File: src/rtl/button_conditioner.sv
// -----------------------------------------------------------------------------
// button_conditioner
//
// Turns a raw, bouncing, asynchronous push-button into clean control pulses:
// a two-flop synchronizer, an integrating debouncer producing a stable level,
// a one-cycle press pulse on every accepted press, and an optional auto-repeat
// pulse train while the button is held.
//
// Parameters
//   DEBOUNCE_CYCLES  consecutive disagreeing synchronized samples needed to
//                    accept a level change
//   REPEAT_DELAY     cycles from press_pulse to the first repeat_pulse
//   REPEAT_PERIOD    cycles between successive repeat_pulse assertions
//   REPEAT_EN        0 ties repeat_pulse low and freezes the hold FSM
//                    before HELD_REPEAT
//   All timing parameters must lie in 1 .. 2^27-1.
//
// Ports
//   clk           system clock, rising edge
//   rst_n         asynchronous active-low reset (release synchronized
//                 externally)
//   btn_raw       raw button, active-high, asynchronous, may bounce
//   btn_level     debounced button level
//   press_pulse   one cycle high on each accepted press
//   repeat_pulse  one cycle high per auto-repeat while held
//   step_pulse    press_pulse | repeat_pulse, same timing as both
// -----------------------------------------------------------------------------
module button_conditioner #(
    parameter int DEBOUNCE_CYCLES = 1000000,
    parameter int REPEAT_DELAY    = 50000000,
    parameter int REPEAT_PERIOD   = 10000000,
    parameter int REPEAT_EN       = 1
) (
    input  logic clk,
    input  logic rst_n,
    input  logic btn_raw,
    output logic btn_level,
    output logic press_pulse,
    output logic repeat_pulse,
    output logic step_pulse
);

    localparam int CNT_W = 27;

    // Counters compare against "last" values so that a match on the current
    // count means the target is reached on this very edge.
    localparam logic [CNT_W-1:0] DEB_LAST = CNT_W'(DEBOUNCE_CYCLES - 1);
    localparam logic [CNT_W-1:0] DLY_LAST = CNT_W'(REPEAT_DELAY - 1);
    localparam logic [CNT_W-1:0] PER_LAST = CNT_W'(REPEAT_PERIOD - 1);
    localparam logic [CNT_W-1:0] CNT_ONE  = CNT_W'(1);

    localparam logic [1:0] IDLE        = 2'd0;
    localparam logic [1:0] HELD_DELAY  = 2'd1;
    localparam logic [1:0] HELD_REPEAT = 2'd2;

    // -------------------------------------------------------------------------
    // Stage p0/p1: two-flop synchronizer for the asynchronous button input
    // -------------------------------------------------------------------------
    logic sync_p0;
    logic sync_p1;

    always_ff @(posedge clk or negedge rst_n) begin
        if (!rst_n) begin
            sync_p0 <= 1'b0;
            sync_p1 <= 1'b0;
        end else begin
            sync_p0 <= btn_raw;
            sync_p1 <= sync_p0;
        end
    end

    // -------------------------------------------------------------------------
    // Debounce: integrate disagreement between synchronized input and level
    // -------------------------------------------------------------------------
    logic [CNT_W-1:0] deb_cnt;
    logic [CNT_W-1:0] deb_cnt_nxt;
    logic             level_nxt;
    logic             rise_nxt;

    always_comb begin
        deb_cnt_nxt = '0;
        level_nxt   = btn_level;
        if (sync_p1 != btn_level) begin
            // ">=" keeps the counter from ever running past the threshold.
            if (deb_cnt >= DEB_LAST) begin
                level_nxt   = ~btn_level;
                deb_cnt_nxt = '0;
            end else begin
                deb_cnt_nxt = deb_cnt + CNT_ONE;
            end
        end
    end

    assign rise_nxt = level_nxt & ~btn_level;

    // -------------------------------------------------------------------------
    // Hold FSM: press -> delay -> periodic repeat, release always wins
    // -------------------------------------------------------------------------
    logic [1:0]       state;
    logic [1:0]       state_nxt;
    logic [CNT_W-1:0] hold_cnt;
    logic [CNT_W-1:0] hold_nxt;
    logic             repeat_nxt;

    always_comb begin
        state_nxt  = state;
        hold_nxt   = hold_cnt;
        repeat_nxt = 1'b0;
        if (!level_nxt) begin
            // Release (or still released) forces IDLE on the same edge, which
            // also suppresses a repeat that would otherwise be due now.
            state_nxt = IDLE;
            hold_nxt  = '0;
        end else begin
            case (state)
                IDLE: begin
                    hold_nxt = '0;
                    if (rise_nxt) begin
                        state_nxt = HELD_DELAY;
                    end
                end
                HELD_DELAY: begin
                    if (hold_cnt >= DLY_LAST) begin
                        if (REPEAT_EN != 0) begin
                            repeat_nxt = 1'b1;
                            state_nxt  = HELD_REPEAT;
                            hold_nxt   = '0;
                        end else begin
                            // Repeat disabled: park here with the counter
                            // saturated rather than letting it wrap.
                            hold_nxt = hold_cnt;
                        end
                    end else begin
                        hold_nxt = hold_cnt + CNT_ONE;
                    end
                end
                HELD_REPEAT: begin
                    if (hold_cnt >= PER_LAST) begin
                        repeat_nxt = 1'b1;
                        hold_nxt   = '0;
                    end else begin
                        hold_nxt = hold_cnt + CNT_ONE;
                    end
                end
                default: begin
                    state_nxt = IDLE;
                    hold_nxt  = '0;
                end
            endcase
        end
    end

    // -------------------------------------------------------------------------
    // Stage p2: registered state, level and pulses
    // -------------------------------------------------------------------------
    always_ff @(posedge clk or negedge rst_n) begin
        if (!rst_n) begin
            deb_cnt      <= '0;
            btn_level    <= 1'b0;
            state        <= IDLE;
            hold_cnt     <= '0;
            press_pulse  <= 1'b0;
            repeat_pulse <= 1'b0;
            step_pulse   <= 1'b0;
        end else begin
            deb_cnt      <= deb_cnt_nxt;
            btn_level    <= level_nxt;
            state        <= state_nxt;
            hold_cnt     <= hold_nxt;
            press_pulse  <= rise_nxt;
            repeat_pulse <= repeat_nxt;
            step_pulse   <= rise_nxt | repeat_nxt;
        end
    end

endmodule

File: config.mk
export PLATFORM = sky130hd
export DESIGN_NAME = button_conditioner
export DESIGN_NICKNAME = d
export VERILOG_FILES = /design/src/rtl/button_conditioner.sv
export SDC_FILE = /design/constraint.sdc
export NUM_CORES = 1
export LEC_CHECK = 0
export CAP_MARGIN = 40
export CORE_ASPECT_RATIO = 1.2
export CORE_MARGIN = 10
export CORE_UTILIZATION = 55
export DETAILED_ROUTE_END_ITERATION = 12
export PLACE_DENSITY = 0.74
export REMOVE_ABC_BUFFERS = 1
export SKIP_LAST_GASP = 1
export SLEW_MARGIN = 5
export SYNTH_ARGS = -nofsm -noshare
export SYNTH_HDL_FRONTEND = slang
export SYNTH_SLANG_ARGS = --single-unit
File: constraint.sdc
create_clock -name clk -period 2.7 [get_ports clk]
set_input_delay 0.54 -clock clk [delete_from_list [all_inputs] [get_ports clk]]
set_output_delay 0.54 -clock clk [all_outputs]
set_load 0.01 [all_outputs]
==> summary.txt <==
result of the run: complete, no violations
overall die height: 101 microns
total cell area at the placement stage: 0.00312 sq mm
number of placed I/O pins: 7
Initial Util: 56.5%
placed cell count: 362
Hold Buf Count CTS: 0
cell type group with the largest total delay on the critical path: compound AO/OA/AOI/OAI gates
htree depth: 3
Highest Clock Rate: 429 MHz
worst slew slack as a fraction of its limit: 59.0%
clock insertion delay at the later pin of the skew report: 0.34 ns
global-route congestion overflow total: 0
Critical Path Sink Type: register
most frequent cell after synthesis: dfrtp_1
met1 usage in global routing: 15.4%
Synth Cell Area: 0.00297 sq mm
CTS root buf: clkbuf_8
most instantiated flip-flop cell in the synthesis netlist: dfrtp_1
global-route wire length before repair: 9630 microns
# rows: 29
number of cells produced by synthesis: 291
Port Buffer Count: 6
adder and majority cell fraction of the synthesized area: 2.53%
final net count: 320
worst-case setup margin in the final layout: 0.368 ns
DRT Pass-1 Iters: 4
met2 GRT Util: 22.7%
most numerous cell types in the synthesized netlist: dfrtp_1 (62), nor2_1 (52), xor2_1 (26), nand3_1 (21), nand2_1 (16)
non-filler cells, final: 377
hold crit path type: input port to async pin
average detailed-routed wire length per instance: 14.1 microns
Crit path arrival time: 2.55 ns
post-synth cell types: 47
count of final hold-check violations: 0
crit path max-delay cell type: dfrtp_1
met3 GRT Util: 4.05%
combined area of the multi-input logic cells: 0.00137 sq mm
Synth Area in Simple Gates: 23.1%
power density normalized to cell area: 589 mW/mm^2
core outline area: 0.00526 sq mm
number of enable flip-flop cells after synthesis: 0
fillers: 424
Resized cells post-CTS: 0
final period utilization: 86.4%
area of all sequential standard cells: 0.00155 sq mm
complex-gate fraction of the synthesized area: 6.78%
crit-path max cell delay: 0.43 ns
DPL Wire Length: 3750 microns
number of slew-limit violations in the final report: 0
total global routing track utilization: 13.8%
routed via count divided by cell count: 5.45
Total Routed Length: 5310 microns
mux cell area share after synthesis: 1.01%
clock tree skew after final layout: 0.00613 ns
gp weighted congestion: 0.838
startpoint kind of the worst setup timing path: register
layer with the highest usage after global routing: met2
number of buffers created by CTS: 9
first-iteration detailed-routing DRC count: 80
highest ir drop seen on vdd: 0.361 mV
Synth Area in XOR/XNOR: 11.8%
DR DRC count: 0
Avg Inst Size Synth: 10.2 sq um
max-cap check violation count: 0
measured slew at the worst slew-check pin: 0.614 ns
initial antenna violation count: 0
biggest regs: deb_cnt x27, hold_cnt x27, state x2
number of global-route vias before repair: 2138
cell type with the largest total area after synthesis: dfrtp_1
floorplan die width: 87.1 microns
ranking of synthesized cells by area: dfrtp_1 (52%), xor2_1 (7.7%), nor2_1 (6.6%)
share of the synthesized area in the top cell type: 52.2%
largest family of logic cells by synthesized area: simple AND/OR/NAND/NOR gates
Synth Register Bits: 62
Sinks on Clock Net: 62
post-layout power: 1.95 mW
final non-filler cell area: 0.00331 sq mm
number of buffers on the longest clock path: 2
setup tns final: 0 ns
fraction of layout instances using a drive strength above 1: 9.21%
post-synthesis sequential area ratio: 52.2%
post-route core utilization: 62.9%
Post-CTS Repair Setup Buffers: 0
floorplan die area: 0.00875 sq mm
critical path fanouts, max: 26
asr flop ratio synth: 100%
clock transition at the register clock pins on the worst setup and hold paths after CTS: 0.07 ns
final count of negative-setup-slack endpoints: 0
sum of buffers and inverters on the critical path: 2
critical setup path kind: register to register
minimum clock period after layout: 2.33 ns
count of yosys warnings during synthesis: 0
Data required, critical path: 2.91 ns
number of antenna cells inserted: 0
chain of cells forming the critical path: nor4_2, o311ai_1, a21oi_2, mux2i_1, inv_1, o211ai_4, buf_4, nor2_1
synthesis-to-layout area growth: 11.4%
unrepaired setup endpoints after global routing: no
static leakage power: 1.38 nW
worst hold slack: 0.197 ns
pin count of the biggest net entering global routing: 39
DRT antenna net count: 0
count of vias placed by the detailed router: 2054
TritonCTS clock tree: yes
post-place setup slack: 0.414 ns
-- cells by family (layout without fill, tap and decap cells) --
kind of cell,Yosys count,in the layout
compound gates,27,27
xor+xnor,40,40
fa+ha+maj,6,6
buf+inv,15,32
flops,62,62
mux,3,3
other cells,1,8
simple gates,137,137
-- layout make-up --
class | instances | area share, %
multi-input combinational | 221 | 41.5
timing repair buffer | 8 | 2.50
inverter | 9 | 1.02
clock buffer | 11 | 4.27
clock inverter | 4 | 1.44
tap | 62 | 2.34
sequential | 62 | 46.9
-- worst reg2reg max path, delay by kind of cell (launching register included) --
| family | cells | cell delay, ns |
|---|---|---|
| buffers and inverters | 2 | 0.44 |
| and+or+nand+nor | 2 | 0.47 |
| DFF | 1 | 0.43 |
| AOI/OAI and AO/OA | 3 | 0.53 |
| muxes | 1 | 0.34 |
-- placed cells by master (no fill, tap or decap), types with 2 or more instances in the layout --
cell type,instances
xnor2_1,14
mux2i_1,3
or2_2,2
xor2_1,26
nor2_2,3
and4_1,3
clkinv_2,2
inv_1,9
ha_1,6
clkdlybuf4s50_1,5
nand4_1,4
dfrtp_1,62
nor3_1,8
conb_1,8
nand2_1,16
or3_1,2
o21ai_0,6
nand3_1,21
clkbuf_8,10
and2_1,3
a211oi_1,4
nor2_1,52
and3_1,11
a21oi_1,5
-- report_power, final --
part | internal (mW) | switching, mW
Sequential | 0.953 | 0.0187
Combinational | 0.0727 | 0.109
Clock | 0.443 | 0.351
-- layer usage --
layer  share of wire [%]  vias up
met1                  43      999
met2                  51       22
li1                    -     1022
met4                 2.6        0
met5                   0        -
met3                 3.0       11
-- final timing paths --
kind / start / endpoint / slack, ns / cells past startpoint
min reg2reg: sync_p0$_DFF_PN0_ / sync_p1$_DFF_PN0_ / 0.35 / 0
max: deb_cnt[13]$_DFF_PN0_ / hold_cnt[2]$_DFF_PN0_ / 0.37 / 8
max in group asynchronous: rst_n / hold_cnt[26]$_DFF_PN0_ / 1.92 / 2
min in group clk: sync_p0$_DFF_PN0_ / sync_p1$_DFF_PN0_ / 0.35 / 0
min: rst_n / deb_cnt[11]$_DFF_PN0_ / 0.20 / 1
max reg2reg: deb_cnt[13]$_DFF_PN0_ / hold_cnt[2]$_DFF_PN0_ / 0.37 / 8
No activity file was read; power rests on OpenSTA's default activity.
